`config.mk`:
```
export PLATFORM = sky130hd
export DESIGN_NAME = nmr_voter
export DESIGN_NICKNAME = d
export VERILOG_FILES = /design/src/rtl/nmr_voter.sv
export SDC_FILE = /design/constraint.sdc
export NUM_CORES = 1
export LEC_CHECK = 0
export BUFFER_PORTS_ARGS = -buffer_cell sky130_fd_sc_hd__buf_2
export CAP_MARGIN = 20
export CORE_MARGIN = 1
export CORE_UTILIZATION = 61
export CTS_CLUSTER_DIAMETER = 40
export DETAILED_ROUTE_END_ITERATION = 10
export PLACE_DENSITY = 0.87
export SLEW_MARGIN = 10
export SYNTH_ARGS = -nofsm -noshare
export SYNTH_HDL_FRONTEND = slang
export SYNTH_SLANG_ARGS = --single-unit
```
`constraint.sdc`:
```
create_clock -name clk -period 4.6 [get_ports clk]
set_clock_uncertainty 0.2 [all_clocks]
set_input_delay 0.46 -clock clk [delete_from_list [all_inputs] [get_ports clk]]
set_output_delay 0.46 -clock clk [all_outputs]
set_load 0.02 [all_outputs]
```
`src/rtl/nmr_voter.sv`:
```
// rtl/nmr_voter.sv - registered N-modular-redundancy bitwise majority voter with per-channel fault tracking
//
// Purpose:
//   Votes bitwise across N replicated W-bit channel words and registers the
//   result (latency 1, one vote per cycle, no backpressure). Each channel has a
//   saturating counter of consecutive disagreements with the voted word; when it
//   reaches FAULT_THRESH the channel's sticky fault flag sets.
//
// Optional feature:
//   NMR_FAULT_MASK_EN - when defined, faulted channels are removed from the vote
//   (even active counts then allow ties). When undefined, all N channels always
//   vote and the fault flags are monitor-only.
//
// Ports:
//   clk           rising-edge clock
//   rst           asynchronous active-high reset
//   in_valid      din holds a word set to vote on this cycle
//   din           N*W channel words, channel i at [i*W +: W]
//   clear_faults  synchronous clear of all fault flags and counters
//   out_valid     dout holds a new voted word
//   dout          voted word
//   disagree      per-channel mismatch against the last valid vote
//   faulted       sticky per-channel fault flags
//   no_majority   last valid vote had a tie on some bit, or no active channels
//   active_cnt    number of channels currently voting

module nmr_voter #(
  parameter int N            = 5,
  parameter int W            = 8,
  parameter int FAULT_THRESH = 4
) (
  input  logic           clk,
  input  logic           rst,
  input  logic           in_valid,
  input  logic [N*W-1:0] din,
  input  logic           clear_faults,
  output logic           out_valid,
  output logic [W-1:0]   dout,
  output logic [N-1:0]   disagree,
  output logic [N-1:0]   faulted,
  output logic           no_majority,
  output logic [3:0]     active_cnt
);

  localparam int             CW     = $clog2(FAULT_THRESH + 1);
  localparam logic [CW-1:0]  THRESH = CW'(FAULT_THRESH);

  logic           r_out_valid;
  logic [W-1:0]   r_dout;
  logic [N-1:0]   r_disagree;
  logic [N-1:0]   r_faulted;
  logic           r_no_majority;
  logic [CW-1:0]  r_cnt [N];

  logic [N-1:0]   w_active;
  logic [3:0]     w_active_cnt;
  logic [3:0]     w_ones [W];
  logic [W-1:0]   w_voted;
  logic           w_tie;
  logic [N-1:0]   w_mismatch;

`ifdef NMR_FAULT_MASK_EN
  assign w_active = ~r_faulted;
`else
  assign w_active = '1;
`endif

  always_comb begin
    w_active_cnt = '0;
    for (int i = 0; i < N; i++) begin
      w_active_cnt = w_active_cnt + 4'(w_active[i]);
    end
  end

  // Per-bit count of active channels holding a 1.
  always_comb begin
    for (int b = 0; b < W; b++) begin
      w_ones[b] = '0;
      for (int i = 0; i < N; i++) begin
        w_ones[b] = w_ones[b] + 4'(w_active[i] & din[i*W + b]);
      end
    end
  end

  // ones > zeros  <=>  2*ones > active_cnt. A tie keeps the previous output
  // bit; with no active channels every bit ties, so dout holds and
  // no_majority is raised without a special case.
  always_comb begin
    w_voted = r_dout;
    w_tie   = 1'b0;
    for (int b = 0; b < W; b++) begin
      if ({w_ones[b], 1'b0} > {1'b0, w_active_cnt}) begin
        w_voted[b] = 1'b1;
      end else if ({w_ones[b], 1'b0} < {1'b0, w_active_cnt}) begin
        w_voted[b] = 1'b0;
      end else begin
        w_voted[b] = r_dout[b];
        w_tie      = 1'b1;
      end
    end
  end

  always_comb begin
    for (int i = 0; i < N; i++) begin
      w_mismatch[i] = (din[i*W +: W] != w_voted);
    end
  end

  always_ff @(posedge clk or posedge rst) begin
    if (rst) begin
      r_out_valid   <= 1'b0;
      r_dout        <= '0;
      r_disagree    <= '0;
      r_no_majority <= 1'b0;
    end else if (in_valid) begin
      r_out_valid   <= 1'b1;
      r_dout        <= w_voted;
      r_disagree    <= w_mismatch;
      r_no_majority <= w_tie;
    end else begin
      r_out_valid   <= 1'b0;
    end
  end

  // Clear has priority over any increment or fault set on the same edge.
  // Faulted channels freeze their counters; an inactive channel cannot
  // mismatch for counting purposes, so its counter clears.
  always_ff @(posedge clk or posedge rst) begin
    if (rst) begin
      r_faulted <= '0;
      for (int i = 0; i < N; i++) begin
        r_cnt[i] <= '0;
      end
    end else if (clear_faults) begin
      r_faulted <= '0;
      for (int i = 0; i < N; i++) begin
        r_cnt[i] <= '0;
      end
    end else if (in_valid && (w_active_cnt != 4'd0)) begin
      for (int i = 0; i < N; i++) begin
        if (!r_faulted[i]) begin
          if (w_active[i] && w_mismatch[i]) begin
            if (r_cnt[i] != THRESH) begin
              r_cnt[i] <= r_cnt[i] + CW'(1);
            end
            if ((r_cnt[i] + CW'(1)) == THRESH) begin
              r_faulted[i] <= 1'b1;
            end
          end else begin
            r_cnt[i] <= '0;
          end
        end
      end
    end
  end

  assign out_valid   = r_out_valid;
  assign dout        = r_dout;
  assign disagree    = r_disagree;
  assign faulted     = r_faulted;
  assign no_majority = r_no_majority;
  assign active_cnt  = w_active_cnt;

endmodule

```
== After elaboration in Yosys (flattened, before gate mapping) ==
Cells that the tools add are included.
Widths: inputs -> output; s select.

* $add $sub $neg: 37
* $mul: 0
* Div/mod/pow operators: 0
* Order comparisons: 16
* Eq/ne operators: 25
* Shift-type cells: 0
* Multiplexer cells: 67
* Bitwise logic cells: 0
* Reduce and logical (&&, ||, !) cells: 6

{| class="wikitable"
|+ Operators with widths
! kind !! number
|-
| $mux 1 || 48
|-
| $mux 3 || 15
|-
| $gt 5x3->1 const B || 8
|-
| $lt 5x3->1 const B || 8
|-
| $ne 8x8->1 || 5
|-
| $add 3x1->4 || 8
|-
| $add 4x1->4 || 8
|-
| $mux 15 || 2
|-
| $add 2x1->3 || 8
|-
| $add 1x1->2 || 8
|-
| $add 3x1->3 const B || 5
|-
| $eq 3x3->1 const B || 5
|-
| $ne 3x2->1 const B || 5
|-
| $ne 3x3->1 const B || 5
|-
| $reduce_and 3->1 || 5
|-
| $mux 5 || 2
|-
| $ne 2x2->1 const B || 5
|-
| $reduce_bool 2->1 || 1
|}

* Flip-flop bits (word level): 35
* Latch bits: 0
* Bits in writable memories: 0
* Bits in read-only memories: 0
* Input port bits: 44
* Output and inout bits: 24
* Logic and storage cells: 161
* Memories kept: 0

== Depth between registers and ports, before layout ==
Gate-level depths: netlist (run 1).

* Depth after elaboration: 21
* Gate-level depth with buffers: 11
* Gate-level depth less buffers: 10

== Least setup slack after synthesis (run 1) ==
OpenSTA, ideal clock, no wires.

* Kind: input to register
* Start point: input din[4]
* End point: register r_cnt[5] (netlist bit)
* Setup time: 111 ps
* Arrival time: 2,702 ps
* Data required time: 4,289 ps
* Path slack: 1,586 ps
* Cell stages on the path: 11
* Buffers on the path: 1
* Cell sequence: fa_1 inv_1 fa_1 inv_1 ha_1 nor2b_4 buf_6 o21a_1 o22ai_1 nor4_4 a2111oi_2

* Word-level cells in the longest chain between the ends: 12
* Elaborated cells on any way between the ends: 15
* Those cells by class: 4 x add/sub; 2 x order compare; 2 x eq/ne; 6 x mux; 1 x reduce/logical

{| class="wikitable"
|+ Ends and longest elaborated chain
! what !! RTL line !! RTL
|-
| from (decl) || 35 || <nowiki>input logic [N*W-1:0] din,</nowiki>
|-
| $add 1x1->2 (*) || 80 || <nowiki>w_ones[b] = w_ones[b] + 4'(w_active[i] & din[i*W + b]);</nowiki>
|-
| $add 2x1->3 (*) || 80 ||
|-
| $add 3x1->4 (*) || 80 ||
|-
| $add 4x1->4 (*) || 80 ||
|-
| $lt 5x3->1 || 94 || <nowiki>end else if ({w_ones[b], 1'b0} < {1'b0, w_active_cnt}) begin</nowiki>
|-
| $mux 1 || 94 ||
|-
| $mux 1 (*) || 92 || <nowiki>if ({w_ones[b], 1'b0} > {1'b0, w_active_cnt}) begin</nowiki>
|-
| $ne 8x8->1 (*) || 105 || <nowiki>w_mismatch[i] = (din[i*W +: W] != w_voted);</nowiki>
|-
| $mux 3 || 142 || <nowiki>if (w_active[i] && w_mismatch[i]) begin</nowiki>
|-
| $mux 3 || 141 || <nowiki>if (!r_faulted[i]) begin</nowiki>
|-
| $mux 15 || 139 || <nowiki>end else if (in_valid && (w_active_cnt != 4'd0)) begin</nowiki>
|-
| $mux 15 || 134 || <nowiki>end else if (clear_faults) begin</nowiki>
|-
| to (signal, indexed assignment) || 144 || <nowiki>r_cnt[i] <= r_cnt[i] + CW'(1);</nowiki>
|-
| to (decl) || 53 || <nowiki>logic [CW-1:0] r_cnt [N];</nowiki>
|}

Every way passes the cells marked *; elsewhere a longest branch is shown, timed or not. The select of a mux whose other input is x is not followed.
A chain may end at the register's enable or synchronous reset.

== Final worst setup path (run 1) ==
* Start point: input din[7]
* End point: register r_cnt[7] (netlist bit)

Same word-level chain as after synthesis.

==> impl_metrics.csv, run 1 <==
group,metric,value,unit
worst_setup_path,crit_required,4540,ps
worst_setup_path,endpoint_kind,"register",
layout,insertedDiodeCount,0,
sta,post-route-min-period,3200,ps
sta,finalCritPeriodShare,0.696,
place,place_ws,1120,ps
sta,tightestPinTransition,649,ps
floorplan,initial_core_util,0.649,
synthesis,async_reset_ff_frac,1.00,
place,port_buffers,62,
synthesis,synthCells,377,
synthesis,synth_top_cell_area_share,0.252,
grt,gr-total-overflow,0,
grt,grt_pass1_wl,12200,µm
routing,num_vias,2859,
clock_tree,cts-buffers-inserted,5,
clock_tree,hold_buffers,0,
floorplan,die_x,76.4,µm
clock_tree,cts.sinks,34,
floorplan,die_area,5840,µm²
routing,final_antenna_net_count,0,
synthesis,yosys-top-cells-area,"dfrtp_1 (25%), fa_1 (9.5%), o21a_1 (8.9%), ha_1 (8.5%), nor3_1 (5.9%)",
synthesis,ys_types,32,
layout,syn2layout_area_growth,9.71,%
synthesis,synth_area_per_cell,8.95,µm²
grt,track_usage,0.261,
worst_setup_path,worstSetupPathType,"input port to register",
routing,wl_per_cell,14.8,µm
clock_tree,clock_path_buffers,2,
clock_tree,tritoncts,"built",
worst_setup_path,cp.arrival,3140,ps
synthesis,yosysTopAreaCell,"dfrtp_1",
clock_tree,post_cts_resized,0,
floorplan,coreArea,5200,µm²
power_and_ir_drop,leakagePower,1.72,nW
power_and_ir_drop,ir_worst_vdd,212,µV
clock_tree,htreeDepth,2,
synthesis,synth_most_common_cell,"inv_1",
routing,wl,7320,µm
grt,grt_pass1_vias,2692,
synthesis,synth-main-ff-cell,"dfrtp_1",
clock_tree,root_buffer,"clkbuf_8",
synthesis,ys_seq_elements,34,
sta,hold_viol,0,
layout,fin_nets,506,
floorplan,die_y,76.4,µm
min_path,hold_class,"input port to asynchronous set/reset pin",
sta,rsz0062_at_grt,"no",
synthesis,synth_edf_count,0,
routing,drc,0,
sta,slew_violations,0,
synthesis,yosysWarnings,0,
routing,drt_iter0_markers,148,
worst_setup_path,crit_fanout,11,
routing,via_per_inst,5.79,
layout,drive_gt1_frac,0.212,
worst_setup_path,r2r_slack,2730,ps
clock_tree,clk_pin_slew_worst_paths,70,ps
routing,dr.pass1.iters,4,
sta,worst_slack,1400,ps
run,cap_violations,0,
worst_setup_path,cp-start-kind,"input port",
power_and_ir_drop,powerDensity,277,nW/µm²
place,place_hpwl,5650,µm
sta,max_freq,0.312,GHz
clock_tree,worstSkewPairLatency,290,ps
grt,antenna_found_initial,0,
status,status,"finished clean",
floorplan,rows,26,
sta,final-setup-viol-count,0,
sta,finalSetupTns,0,ps
synthesis,ys_top_cells_by_count,"inv_1 (48), nor3_1 (40), o21a_1 (40)",
clock_tree,cts_setup_buffers,0,
synthesis,syn-cell-area,3380,µm²
place,gp_congestion,0.854,
floorplan,io-pin-count,68,
synthesis,yosysSeqAreaShare,0.252,
sta,slew-limit-headroom,0.566,
grt,grt_max_degree,35,
-- path summary, 6_finish.rpt --
| check | from | to | cells past startpoint |
|---|---|---|---|
| min in group clk | disagree[0]$_DFFE_PP0P_ | disagree[0]$_DFFE_PP0P_ | 2 |
| worst min-delay path | rst | faulted[1]$_DFFE_PP0P_ | 3 |
| max in group asynchronous | rst | r_cnt[6]$_DFFE_PP0P_ | 3 |
| worst min register to register | disagree[0]$_DFFE_PP0P_ | disagree[0]$_DFFE_PP0P_ | 2 |
| worst max-delay path | din[7] | r_cnt[7]$_DFFE_PP0P_ | 11 |
| worst max register to register | faulted[2]$_DFFE_PP0P_ | r_cnt[6]$_DFFE_PP0P_ | 5 |
-- per-layer routing --
layer / vias up / track usage / share of wire
met1: 1356 / 0.339 / 0.46
li1: 1415 / - / -
met2: 80 / 0.464 / 0.49
met3: 8 / 0.0263 / 0.035
met4: 0 / 0.0635 / 0.011
met5: - / 0 / 0
-- power breakdown --
| group | leakage, nW | switching [mW] | internal (mW) | total, mW |
|---|---|---|---|---|
| clock network | 0.0472 | 0.116 | 0.120 | 0.236 |
| logic | 1.25 | 0.271 | 0.176 | 0.447 |
| registers | 0.419 | 0.0192 | 0.323 | 0.342 |
| total | 1.72 | 0.406 | 0.619 | 1.02 |
-- stage by stage --
stage / instances / hold WS, ps / util / instance area (µm²) / total power [mW]
after global routing: 494 / 115 / 0.712 / 3700 / 1.09
after global placement: 486 / 304 / 0.693 / 3610 / 0.772
after detailed placement: 486 / 312 / 0.693 / 3610 / 0.788
after CTS: 494 / 83.5 / 0.712 / 3700 / 1.03
final: 494 / 63.0 / 0.712 / 3700 / 1.02
after floorplan: 380 / 291 / - / 3390 / 0.715
-- kinds of logic (layout without fill, tap and decap cells) --
family          after synthesis  after routing  synth area share
simple gates                113            113             0.211
flops                        34             34             0.252
xor+xnor                      5              5            0.0130
buf+inv                      75            119             0.108
fa+ha+maj                    39             39             0.180
compound gates              109            109             0.234
other cells                   2              5           0.00222
-- registers in the layout (all words and copies together), names as in the netlist --
name and flops:
out_valid 1, disagree 5, r_cnt 15, dout 8, faulted 5
-- critical path, stage by stage --
cell and delay [ps]:
buf_2 130, fa_1 530, inv_1 60, fa_1 370
inv_1 70, ha_1 110, nor2b_1 530, o21a_1 190
o22ai_1 120, nor4_4 450, o32ai_1 140
-- area by class of cell --
cell class | count | area, µm²
Clock inverter | 2 | 12.5
Sequential cell | 34 | 851
Multi-Input combinational cell | 271 | 2170
Inverter | 48 | 180
Timing Repair Buffer | 63 | 318
Fill cell | 401 | 1500
Tap cell | 70 | 87.6
Clock buffer | 6 | 82.6
-- cell usage in the layout, fill, tap and decap left out, types with 2 or more instances in the layout --
master / n
dfrtp_1: 34
nor2_1: 21
ha_1: 23
nand2b_1: 3
a21oi_1: 19
nor4_4: 5
o22ai_1: 24
or2_2: 2
nor2b_1: 7
a2111oi_2: 5
o32ai_1: 10
nor2b_4: 6
nand3_1: 18
a21o_1: 5
xor2_1: 5
o21a_1: 40
o21ai_0: 3
nor3_1: 40
nand2_1: 4
and4b_1: 5
inv_1: 48
buf_2: 62
clkbuf_8: 6
conb_1: 5
fa_1: 16
Power figures use the tool's default switching activity.
==> run 2: changes to the inputs <==
--- a/config.mk
+++ b/config.mk
@@ -5,13 +5,14 @@
 export SDC_FILE = /design/constraint.sdc
 export NUM_CORES = 1
 export LEC_CHECK = 0
+export ABC_AREA = 1
 export BUFFER_PORTS_ARGS = -buffer_cell sky130_fd_sc_hd__buf_2
 export CAP_MARGIN = 20
 export CORE_MARGIN = 1
-export CORE_UTILIZATION = 61
+export CORE_UTILIZATION = 52
 export CTS_CLUSTER_DIAMETER = 40
 export DETAILED_ROUTE_END_ITERATION = 10
-export PLACE_DENSITY = 0.87
+export PLACE_DENSITY = 0.78
 export SLEW_MARGIN = 10
 export SYNTH_ARGS = -nofsm -noshare
 export SYNTH_HDL_FRONTEND = slang
==> constraint.sdc (replaced) <==
create_clock -name clk -period 2.9 [get_ports clk]
set_clock_uncertainty 0.2 [all_clocks]
set_input_delay 0.29 -clock clk [delete_from_list [all_inputs] [get_ports clk]]
set_output_delay 0.29 -clock clk [all_outputs]
set_load 0.02 [all_outputs]
==> run 2 against run 1 <==
  * Sequential share of layout area is 3.6 points lower
  * Flip-flop and latch count stayed put
  * Cell count is 52% higher
  * Largest cell class unchanged
==> impl_metrics.csv, run 2 <==
group,metric,value,unit
status,status,"finished clean",
clock_tree,worstSkewPairLatency,290,ps
synthesis,yosysSeqAreaShare,0.231,
sta,finalSetupTns,0,ps
grt,grt_pass1_wl,15500,µm
routing,wl_per_cell,12.1,µm
floorplan,rows,30,
clock_tree,clock_path_buffers,2,
min_path,hold_class,"input port to register",
clock_tree,root_buffer,"clkbuf_8",
synthesis,synth_area_per_cell,6.53,µm²
run,cap_violations,0,
grt,grt_pass1_vias,3625,
routing,drt_iter0_markers,175,
worst_setup_path,path_cells,"buf_2 -> fa_1 -> inv_1 -> fa_1 -> inv_1 -> ha_1 -> a21oi_2 -> buf_4 -> nand2_1 -> nand2_1 -> nand2_1 -> nor2_2 -> nand2_2 -> nand2_4 -> nand2_4 -> nand3_1 -> nand2_1",
layout,syn2layout_area_growth,19.0,%
worst_setup_path,slowest_stage,"fa_1",
sta,max_freq,0.374,GHz
place,place_hpwl,7300,µm
worst_setup_path,crit_top_cell,"nand2_1",
synthesis,ys_types,27,
sta,slew_violations,0,
synthesis,ys_seq_elements,34,
sta,tightestPinTransition,515,ps
grt,antenna_found_initial,0,
worst_setup_path,slowest_delay,520,ps
layout,final_common_cell,"nand2_1",
synthesis,yosysWarnings,0,
worst_setup_path,cp-start-kind,"input port",
sta,final-setup-viol-count,0,
clock_tree,cts_setup_buffers,0,
power_and_ir_drop,powerDensity,486,nW/µm²
sta,post-route-min-period,2680,ps
place,port_buffers,62,
floorplan,die_area,7430,µm²
layout,drive_gt1_frac,0.217,
sta,finalCritPeriodShare,0.923,
clock_tree,cts.sinks,34,
synthesis,syn-cell-area,3690,µm²
routing,drc,0,
synthesis,synth-main-ff-cell,"dfrtp_1",
grt,grt_max_degree,35,
floorplan,die_x,86.2,µm
layout,top_register,"r_cnt",
worst_setup_path,crit_required,2880,ps
routing,num_vias,3730,
place,place_area,4240,µm²
power_and_ir_drop,ir_worst_vdd,296,µV
worst_setup_path,endpoint_kind,"register",
synthesis,yosysTopAreaCell,"dfrtp_1",
synthesis,ys_top_cells_by_count,"nand2_1 (189), inv_1 (93), nand3_1 (59)",
routing,final_antenna_net_count,0,
clock_tree,htreeDepth,2,
worst_setup_path,crit_fanout,4,
clock_tree,clk_pin_slew_worst_paths,80,ps
clock_tree,tritoncts,"built",
layout,insertedDiodeCount,0,
layout,largest_reg_flops,15,
floorplan,die_y,86.2,µm
place,gp_congestion,0.892,
worst_setup_path,cp.arrival,2660,ps
worst_setup_path,worstSetupPathType,"input port to register",
layout,final_cell_area,4390,µm²
routing,wl,9060,µm
power_and_ir_drop,power,2.13,mW
layout,mostFrequentLayoutCells,"nand2_1 (189), inv_1 (93), buf_2 (62)",
sta,hold_viol,0,
synthesis,synthCells,565,
routing,dr.pass1.iters,4,
layout,fillers,636,
sta,hold_slack,130,ps
synthesis,synth_top_cell_area_share,0.231,
routing,via_per_inst,4.98,
power_and_ir_drop,leakagePower,2.69,nW
floorplan,initial_core_util,0.540,
synthesis,synth_edf_count,0,
sta,slew-limit-headroom,0.653,
floorplan,io-pin-count,68,
synthesis,async_reset_ff_frac,1.00,
clock_tree,cts-buffers-inserted,5,
layout,fin_nets,735,
synthesis,synth_most_common_cell,"nand2_1",
synthesis,yosys-top-cells-area,"dfrtp_1 (23%), nand2_1 (19%), inv_1 (9.5%), fa_1 (8.7%), nand3_1 (8.0%)",
grt,track_usage,0.262,
sta,rsz0062_at_grt,"no",
floorplan,coreArea,6830,µm²
grt,gr-total-overflow,0,
## run 2: changes by cell type after synthesis, sizes merged, moves of 13 or more
cell,previous run,this run
nand2,4,214
inv,48,105
nand3,18,59
nor3,40,0
o21a,40,0
nor2,21,47
o22ai,25,0
nand4,0,17
a21oi,19,6
nor2b,13,0
## run 2: per-layer routing
| layer | up-vias | track usage | part of all wire |
|---|---|---|---|
| met5 | - | 0 | 0 |
| met4 | 0 | 0.0939 | 0.025 |
| met3 | 24 | 0.0305 | 0.043 |
| met2 | 104 | 0.488 | 0.51 |
| met1 | 1710 | 0.308 | 0.42 |
| li1 | 1892 | - | - |
## run 2: metrics by stage
step,worst slack [ps],cells,util
2_1_floorplan,295,568,-
3_3_place_gp,-10.4,740,0.621
3_5_place_dp,-67.2,740,0.621
4_1_cts,208,749,0.642
5_1_grt,62.0,749,0.642
6_report,224,749,0.642
## run 2: area by class of cell
type	count	area [µm²]	area share
clock buffers	5	68.8	0.0157
well taps	96	120	0.0274
clock inverters	3	68.8	0.0157
flip-flops and latches	34	851	0.194
inverters	107	403	0.0918
repair buffers	91	531	0.121
multi-input cells	413	2340	0.535
## run 2: cells by family (layout without fill, tap and decap cells)
logic type                 count (synthesis)  count (layout)  synth area share
AOI/OAI and AO/OA                         21              21            0.0319
xor gates and xnor gates                   5               5            0.0119
and+or+nand+nor                          343             343             0.422
other                                      2               5           0.00204
adders and majority gates                 39              39             0.165
DFF                                       34              34             0.231
buffers and inverters                    121             206             0.136
## run 2: worst max-delay path: cells and delay by family
family,cells,cell delay [ps]
compound gates,1,180
simple gates,9,660
fa+ha+maj,3,1140
buf+inv,4,380
## run 2: path summary, 6_finish.rpt
path                                         start                       to  slack (ps)  cells after the start
setup / recovery                            din[6]     r_cnt[3]$_DFFE_PP0P_         220                     17
hold / removal                        clear_faults   faulted[0]$_DFFE_PP0P_         130                      2
setup reg to reg              r_cnt[0]$_DFFE_PP0P_     r_cnt[0]$_DFFE_PP0P_        1370                      8
hold reg to reg            disagree[4]$_DFFE_PP0P_  disagree[4]$_DFFE_PP0P_         290                      2
max in group asynchronous                      rst      dout[2]$_DFFE_PP0P_        1740                      4
min in group asynchronous                      rst     r_cnt[8]$_DFFE_PP0P_         430                      4
## run 2: timing repair
item / 4_1_cts / 5_1_grt
gates resized for setup: 0 / 0
hold buffers: 1 / 0
endpoints found under the hold margin: 34 / 0
## run 2: power by group
| part | switching (mW) | internal, mW | total [mW] |
|---|---|---|---|
| Clock | 0.199 | 0.345 | 0.543 |
| Combinational | 0.635 | 0.373 | 1.01 |
| Sequential | 0.0495 | 0.530 | 0.580 |
==> run 3: changes to the inputs <==
--- a/config.mk
+++ b/config.mk
@@ -12,7 +12,7 @@
 export CORE_UTILIZATION = 52
 export CTS_CLUSTER_DIAMETER = 40
 export DETAILED_ROUTE_END_ITERATION = 10
-export PLACE_DENSITY = 0.78
+export PLACE_DENSITY = 0.84
 export SLEW_MARGIN = 10
 export SYNTH_ARGS = -nofsm -noshare
 export SYNTH_HDL_FRONTEND = slang
==> run 3 against run 2 <==
  * First-iteration DRC count increased by 31%
  * Non-clock buffer count increased by 2
  * Flip-flop and latch count unchanged
  * Fmax fell by 2.0%
  * Largest power group unchanged
  * Critical path type unchanged
  * Highest routed layer unchanged
==> impl_metrics.csv, run 3 (synthesized netlist as in run 2, its figures left out) <==
group,metric,value,unit
routing,drc,0,
sta,rsz0062_at_grt,"no",
sta,finalCritPeriodShare,0.942,
worst_setup_path,crit_required,2890,ps
clock_tree,htreeDepth,2,
floorplan,die_y,86.2,µm
power_and_ir_drop,leakagePower,2.68,nW
sta,tightestPinTransition,559,ps
clock_tree,cts.sinks,34,
worst_setup_path,cp-start-kind,"input port",
worst_setup_path,crit_fanout,8,
grt,antenna_found_initial,0,
sta,slew_violations,0,
grt,gr-total-overflow,0,
routing,num_vias,3845,
power_and_ir_drop,p_switching,0.891,mW
floorplan,die_area,7430,µm²
status,status,"finished clean",
power_and_ir_drop,ir_worst_vdd,274,µV
floorplan,coreArea,6830,µm²
sta,hold_viol,0,
worst_setup_path,r2r_cells,8,
clock_tree,clock_path_buffers,2,
layout,largest_reg_flops,15,
clock_tree,worstSkewPairLatency,300,ps
worst_setup_path,endpoint_kind,"register",
min_path,hold_class,"input port to register",
power_and_ir_drop,power,2.00,mW
clock_tree,cts-buffers-inserted,5,
routing,wl_per_cell,12.2,µm
clock_tree,root_buffer,"clkbuf_8",
layout,fillers,614,
worst_setup_path,worstSetupPathType,"input port to register",
min_path,hold_depth,2,
run,cap_violations,0,
sta,worst_slack,168,ps
floorplan,rows,30,
power_and_ir_drop,powerDensity,458,nW/µm²
sta,slew-limit-headroom,0.623,
place,port_buffers,62,
layout,fin_cells,751,
floorplan,io-pin-count,68,
layout,insertedDiodeCount,0,
place,place_area,4250,µm²
grt,track_usage,0.257,
power_and_ir_drop,p_int,1.11,mW
routing,dr.pass1.iters,5,
worst_setup_path,cp.arrival,2720,ps
layout,syn2layout_area_growth,18.4,%
routing,wl,9130,µm
layout,drive_gt1_frac,0.221,
power_and_ir_drop,pwr-share-comb,0.516,
layout,final_cell_area,4370,µm²
power_and_ir_drop,switching_share,0.445,
sta,max_freq,0.366,GHz
layout,mostFrequentLayoutCells,"nand2_1 (189), inv_1 (93), buf_2 (62)",
routing,drt_iter0_markers,229,
routing,final_antenna_net_count,0,
place,place_inst,742,
sta,final-setup-viol-count,0,
place,place_ws,-176,ps
grt,grt_max_degree,35,
layout,final_common_cell,"nand2_1",
layout,top_register,"r_cnt",
clock_tree,tritoncts,"built",
sta,post-route-min-period,2730,ps
power_and_ir_drop,p_clk_frac,0.194,
place,place_hpwl,7290,µm
place,gp_congestion,0.842,
floorplan,initial_core_util,0.540,
floorplan,die_x,86.2,µm
routing,via_per_inst,5.12,
clock_tree,clk_pin_slew_worst_paths,70,ps
power_and_ir_drop,seqPwrFrac,0.290,
layout,fin_nets,737,
grt,grt_pass1_wl,15100,µm
sta,hold_slack,127,ps
grt,grt_pass1_vias,3545,
## run 3: path summary, 6_finish.rpt
kind                                                 to                    start  slack, ps
worst max register to register     r_cnt[0]$_DFFE_PP0P_     r_cnt[0]$_DFFE_PP0P_       1280
min in group asynchronous           dout[1]$_DFFE_PP0P_                      rst        450
worst min register to register  disagree[3]$_DFFE_PP0P_  disagree[3]$_DFFE_PP0P_        290
max in group asynchronous       disagree[3]$_DFFE_PP0P_                      rst       1730
worst max-delay path              r_cnt[14]$_DFFE_PP0P_                   din[2]        170
worst min-delay path             faulted[0]$_DFFE_PP0P_             clear_faults        130
## run 3: through the flow
step / TNS (ps) / util
final: 0 / 0.639
after global routing: 0 / 0.639
after CTS: 0 / 0.638
after detailed placement: -1600 / 0.623
after global placement: -362 / 0.623
after floorplan: 0 / -
## run 3: what timing repair did
action / CTS / global route
gates resized for setup: 0 / 2
hold buffers: 1 / 0
endpoints found under the setup margin: 0 / 4
hold endpoints to repair: 34 / 0
buffers inserted: 0 / 0
## run 3: routing by layer
layer	vias up	GRT usage	routed length (µm)	share of wire
met5	-	0	0	0
met4	0	0.0970	215	0.024
met3	28	0.0410	481	0.053
met2	139	0.475	4700	0.51
met1	1782	0.299	3730	0.41
li1	1896	-	-	-
## run 3: critical path, cell delays in order
cell	delay (ps)
buf_2	120
fa_1	520
inv_1	50
fa_1	360
inv_1	70
ha_1	230
nand2_2	110
nand2_2	130
nand2_1	90
nand2_1	40
nor2_1	140
nand2_1	80
nor2_1	220
nor2_1	110
nand4_1	100
nand2_1	60
## run 3: final cells by class
class                           count  area (µm²)  share of cell area
Multi-Input combinational cell    413        2350               0.539
Sequential cell                    34         851               0.195
Timing Repair Buffer               93         546               0.125
Inverter                          107         403              0.0923
Tap cell                           96         120              0.0275
Clock buffer                        6        82.6              0.0189
Clock inverter                      2        12.5             0.00287
## run 3: power groups by stage
stage / sequential, mW / combinational [mW] / clock [mW]
2_1_floorplan: 0.615 / 0.690 / 0
3_3_place_gp: 0.585 / 0.973 / 0
3_5_place_dp: 0.586 / 1.02 / 0
4_1_cts: 0.578 / 1.03 / 0.390
5_1_grt: 0.586 / 1.17 / 0.413
6_report: 0.580 / 1.03 / 0.388
